`src/rtl/pic_inta_sequencer.sv`:
```
// pic_inta_sequencer: 8259 IRR/ISR/priority owner and two-pulse INTA sequencer
module pic_inta_sequencer #(
  parameter int SYNC_STAGES = 2,
  parameter bit EDGE_TRIGGER = 1'b1
) (
  input  logic       clk_i,
  input  logic       reset_i,
  input  logic [7:0] ir_i,
  input  logic [7:0] imr_i,
  input  logic [4:0] vector_base_i,
  input  logic       aeoi_i,
  input  logic       rotate_on_eoi_i,
  input  logic       inta_n_i,
  input  logic       eoi_cmd_i,
  input  logic       eoi_specific_i,
  input  logic [2:0] eoi_level_i,
  output logic       int_out_o,
  output logic [7:0] irr_o,
  output logic [7:0] isr_o,
  output logic [1:0] inta_count_o,
  output logic [7:0] data_out_o,
  output logic       data_oe_o,
  output logic       spurious_o
);
  typedef enum logic [1:0] {IDLE, ACK1, GAP, ACK2} state_t;
  state_t state_q, state_d;
  logic [SYNC_STAGES:0][7:0] ir_q;
  logic [SYNC_STAGES:0] inta_q;
  logic [7:0] irr_q, irr_d, isr_q, isr_d, data_q, data_d, grant, ir_s, ir_set, irr_base;
  logic [2:0] lp_q, lp_d, w_q, w_d, win_l, isr_l, eoi_l;
  logic int_q, int_d, spur_q, spur_d, win_v, isr_v, inta_fall, inta_rise;
  logic grab, ack_end, eoi_ok, aeoi_ok;
  // The last chain stage is one cycle older than the synchronized value, giving the edge reference
  assign ir_s = ir_q[SYNC_STAGES-1];
  assign inta_fall = inta_q[SYNC_STAGES] & ~inta_q[SYNC_STAGES-1];
  assign inta_rise = ~inta_q[SYNC_STAGES] & inta_q[SYNC_STAGES-1];
  // Walk levels from highest to lowest priority; the winner must strictly outrank every in-service level
  always_comb begin
    logic [2:0] lvl;
    logic blocked;
    win_v = 1'b0;
    win_l = 3'd7;
    isr_v = 1'b0;
    isr_l = 3'd0;
    blocked = 1'b0;
    for (int k = 0; k < 8; k++) begin
      lvl = lp_q + 3'd1 + 3'(k);
      blocked = blocked | isr_q[lvl];
      if (!blocked && !win_v && irr_q[lvl] && !imr_i[lvl]) begin
        win_v = 1'b1;
        win_l = lvl;
      end
      if (!isr_v && isr_q[lvl]) begin
        isr_v = 1'b1;
        isr_l = lvl;
      end
    end
  end
  // Acknowledge sequence advances on synchronized INTA edges
  always_comb begin
    state_d = state_q;
    case (state_q)
      IDLE: state_d = inta_fall ? ACK1 : IDLE;
      ACK1: state_d = inta_rise ? GAP : ACK1;
      GAP:  state_d = inta_fall ? ACK2 : GAP;
      default: state_d = inta_rise ? IDLE : ACK2;
    endcase
  end
  // Datapath next state: grant on first INTA, EOI sees pre-grant ISR, new IRR edges beat grant clears
  always_comb begin
    grab = (state_q == IDLE) && inta_fall;
    ack_end = (state_q == ACK2) && inta_rise;
    grant = (grab && win_v) ? (8'b1 << win_l) : 8'h00;
    eoi_l = eoi_specific_i ? eoi_level_i : isr_l;
    eoi_ok = eoi_cmd_i && (eoi_specific_i ? isr_q[eoi_level_i] : isr_v);
    aeoi_ok = ack_end && aeoi_i && !spur_q;
    isr_d = (isr_q & ~(eoi_ok ? (8'b1 << eoi_l) : 8'h00) & ~(aeoi_ok ? (8'b1 << w_q) : 8'h00)) | grant;
    lp_d = (rotate_on_eoi_i && eoi_ok) ? eoi_l : (rotate_on_eoi_i && aeoi_ok) ? w_q : lp_q;
    w_d = grab ? (win_v ? win_l : 3'd7) : w_q;
    spur_d = grab ? !win_v : ack_end ? 1'b0 : spur_q;
    data_d = ((state_q == GAP) && inta_fall) ? {vector_base_i, w_q} : data_q;
    ir_set = EDGE_TRIGGER ? (ir_s & ~ir_q[SYNC_STAGES]) : ir_s;
    irr_base = (!EDGE_TRIGGER && state_q == IDLE) ? (irr_q & ir_s) : irr_q;
    irr_d = (irr_base & ~grant) | ir_set;
    int_d = win_v && (state_d == IDLE);
  end
  // State register
  always_ff @(posedge clk_i or posedge reset_i) begin
    if (reset_i) state_q <= IDLE;
    else state_q <= state_d;
  end
  // Synchronizers and datapath registers
  always_ff @(posedge clk_i or posedge reset_i) begin
    if (reset_i) begin
      ir_q <= '0;
      inta_q <= '1;
      irr_q <= 8'h00;
      isr_q <= 8'h00;
      data_q <= 8'h00;
      lp_q <= 3'd7;
      w_q <= 3'd7;
      int_q <= 1'b0;
      spur_q <= 1'b0;
    end else begin
      ir_q <= {ir_q[SYNC_STAGES-1:0], ir_i};
      inta_q <= {inta_q[SYNC_STAGES-1:0], inta_n_i};
      irr_q <= irr_d;
      isr_q <= isr_d;
      data_q <= data_d;
      lp_q <= lp_d;
      w_q <= w_d;
      int_q <= int_d;
      spur_q <= spur_d;
    end
  end
  // Phase outputs decode straight from the state so data_oe follows reset immediately
  always_comb begin
    inta_count_o = (state_q == ACK2) ? 2'd2 : (state_q == IDLE) ? 2'd0 : 2'd1;
    data_oe_o = (state_q == ACK2);
    int_out_o = int_q;
    irr_o = irr_q;
    isr_o = isr_q;
    data_out_o = data_q;
    spurious_o = spur_q;
  end
endmodule

```
`config.mk`:
```
export PLATFORM = sky130hd
export DESIGN_NAME = pic_inta_sequencer
export DESIGN_NICKNAME = d
export VERILOG_FILES = /design/src/rtl/pic_inta_sequencer.sv
export SDC_FILE = /design/constraint.sdc
export NUM_CORES = 1
export LEC_CHECK = 0
export CAP_MARGIN = 40
export CORE_MARGIN = 2
export CORE_UTILIZATION = 61
export CTS_CLUSTER_SIZE = 25
export DETAILED_ROUTE_END_ITERATION = 7
export PLACE_DENSITY = 0.85
export SYNTH_ARGS = -nofsm -noshare
export SYNTH_HDL_FRONTEND = slang
export SYNTH_SLANG_ARGS = --single-unit
```
`constraint.sdc`:
```
create_clock -name clk_i -period 12.4 [get_ports clk_i]
set_clock_uncertainty 0.05 [all_clocks]
set_input_delay 3.72 -clock clk_i [delete_from_list [all_inputs] [get_ports clk_i]]
set_output_delay 3.72 -clock clk_i [all_outputs]
set_load 0.01 [all_outputs]
```
==> flow_metrics.env <==
export IMPL_ys_seq_area_share_pct=33.9
export IMPL_synth_edf_count=0
export IMPL_synth_top_area_share_pct=28.7
export IMPL_wl_mm=12.6
export IMPL_rsz0062_at_grt="no"
export IMPL_maxSlewHeadroom_pct=48.6
export IMPL_avgSynthCellArea_um2=10.6
export IMPL_rows=31
export IMPL_yosysWarnings=0
export IMPL_netlist_area_um2=4540
export IMPL_hp_start="ir_q[4]"
export IMPL_gp_congestion=0.949
export IMPL_setup_viol=0
export IMPL_r2r_end="isr_o[2]"
export IMPL_io_pins=60
export IMPL_async_reset_ff_share_pct=100
export IMPL_drv_slew=0
export IMPL_crit_path_max_fanout=6
export IMPL_worst_slew_pin_slew_ns=0.771
export IMPL_io_buffers=59
export IMPL_cts_max_level=3
export IMPL_tritoncts="done"
export IMPL_synth_seq_cells=61
export IMPL_min_to="ir_s[4]"
export IMPL_place_ws_ns=5.30
export IMPL_hold_viol=0
export IMPL_post_cts_buffers=0
export IMPL_max_freq_mhz=146
export IMPL_path_clk_slew_ns=0.07
export IMPL_fin_ws_ns=5.57
export IMPL_die_y_um=90.2
export IMPL_startpoint_type="input pin"
export IMPL_cts_resized=0
export IMPL_synth_flop_cell="dfrtp_1"
export IMPL_cts_buffers=9
export IMPL_hpwlAfterDp_mm=8.71
export IMPL_endpoint_kind="register"
export IMPL_drt_iter0_markers=359
export IMPL_vias_per_cell=6.73
export IMPL_wl_per_cell_um=21.6
export IMPL_initial_utilization_pct=62.9
export IMPL_die_w_um=90.2
export IMPL_grt_pass1_wl_mm=20.6
export IMPL_grt_pass1_vias=3973
export IMPL_hold_class="reg -> reg"
export IMPL_grt_max_degree=62
export IMPL_r2r_cells=14
export IMPL_nets=516
export IMPL_finalCritPeriodShare_pct=55.1
export IMPL_synth_top_area_cell="dfrtp_1"
export IMPL_ant_nets=0
export IMPL_diodes=0
export IMPL_ys_top_cells_by_area="dfrtp_1 (29%), dfstp_2 (5.2%), mux2_2 (5.0%)"
export IMPL_maxCapViolations=0
export IMPL_clk_latency_ns=0.34
export IMPL_drc=0
export IMPL_dr_pass1_iters=5
export IMPL_gr_total_overflow=0
export IMPL_period_needed_ns=6.83
export IMPL_synth_fp_nets=463
export IMPL_layout_drive_gt1_share_pct=18.4
export IMPL_ys_types=94
export IMPL_critical_path_class="in -> reg"
export IMPL_clockBufferDepth=2
export IMPL_syn_to_final_growth_pct=18.1
export IMPL_ctsRootBufferMaster="clkbuf_8"
export IMPL_r2r_slack_ns=6.84
export IMPL_final_cell_mix="clkdlybuf4s50_1 (59), dfrtp_1 (52), nand2_1 (24)"
export IMPL_layout_commonest_cell="clkdlybuf4s50_1"
export IMPL_tns_ns=0
export IMPL_clock_sinks=61
export IMPL_critPathArrivalTime_ns=7.01
export IMPL_num_vias=3923
export IMPL_grt_usage_pct=31.8
export IMPL_status="complete, no violations"
export IMPL_antenna_found_initial=0
export IMPL_cp_required_ns=12.58
export IMPL_worstHoldPathCells=0
export IMPL_cts_hold_buf=0
export IMPL_die_area_um2=8140
export IMPL_worstReg2RegStart="lp_q[0]"
export IMPL_syn_inst=426
export IMPL_core_um2=7210
worst max-delay path, stage by stage:
cell,delay (ns)
clkdlybuf4s50_1,0.52
nor2b_1,0.09
mux4_2,0.51
mux2i_1,0.40
o221ai_1,0.22
a21oi_2,0.27
and2_1,0.26
o2111ai_1,0.21
a21oi_2,0.35
nand3_1,0.21
a22o_1,0.24
layout make-up:
cell class | instances | area (µm²)
Clock buffer | 10 | 128
Fill cell | 504 | 1860
Multi-Input combinational cell | 327 | 2770
Inverter | 17 | 63.8
Tap cell | 99 | 124
Clock inverter | 6 | 111
Sequential cell | 61 | 1540
Timing Repair Buffer | 63 | 621
cells in the mapped netlist (4+ instances only):
master    number
mux4_2         9
nand3_1        8
mux4_1         6
mux2_2        20
ha_1           6
mux2_1         4
buf_6          4
nand2b_1      11
nor4bb_1       4
a21oi_1       21
a21o_1         4
buf_2          5
dfstp_2        9
clkbuf_1       4
nor3_1         7
a211oi_1       5
nand3b_1       4
nand4b_1       4
dfrtp_1       52
o21ai_0       19
inv_1         15
buf_4          6
mux2i_1       15
a31oi_1        5
nand4_1        9
nor2_1        23
nand2_1       24
nor2b_1       13
a22o_1        11
per-stage QoR:
| stage | instances | utilization (%) | hold WS [ns] | area, µm² |
|---|---|---|---|---|
| 2_1_floorplan | 426 | - | 0.281 | 4540 |
| 3_3_place_gp | 567 | 70.9 | 0.282 | 5120 |
| 3_5_place_dp | 567 | 70.9 | 0.286 | 5120 |
| 4_1_cts | 583 | 74.2 | 0.302 | 5360 |
| 5_1_grt | 583 | 74.2 | 0.305 | 5360 |
| 6_report | 583 | 74.2 | 0.300 | 5360 |
worst max path at each step:
stage,startpoint,to,slack [ns],depth (start not counted)
after detailed placement,imr_i[3],irr_o[6],5.30,11
after global routing,imr_i[3],irr_o[0],5.37,11
after global placement,imr_i[3],irr_o[4],5.35,11
after floorplan,imr_i[3],irr_o[6],6.20,10
final,imr_i[2],irr_o[0],5.57,11
after CTS,imr_i[3],irr_o[0],5.63,11
per-layer routing:
metal,GRT usage (%),vias to the layer above,wire [µm]
met3,5.53,24,778
li1,-,1761,-
met5,0,-,0
met1,42.0,1944,5160
met4,10.8,0,265
met2,53.3,194,6420
sequential cells by signal (all words and copies together), names as in the netlist:
name        flops
data_out_o      8
int_out_o       1
inta_q          3
ir_q           16
ir_s            8
irr_o           8
isr_o           8
lp_q            3
spurious_o      1
state_q         2
w_q             3
kinds of logic after synthesis:
group,count (synthesis),share of synthesized area (%)
compound gates,118,20.1
xor+xnor,6,2.23
fa+ha+maj,6,1.66
buf+inv,38,5.02
flops,61,33.9
mux,55,17.5
simple gates,142,19.5
Power is left out: the tool's default activity adds up to more than one toggle a clock period on the data nets, which glitch-free logic cannot reach.
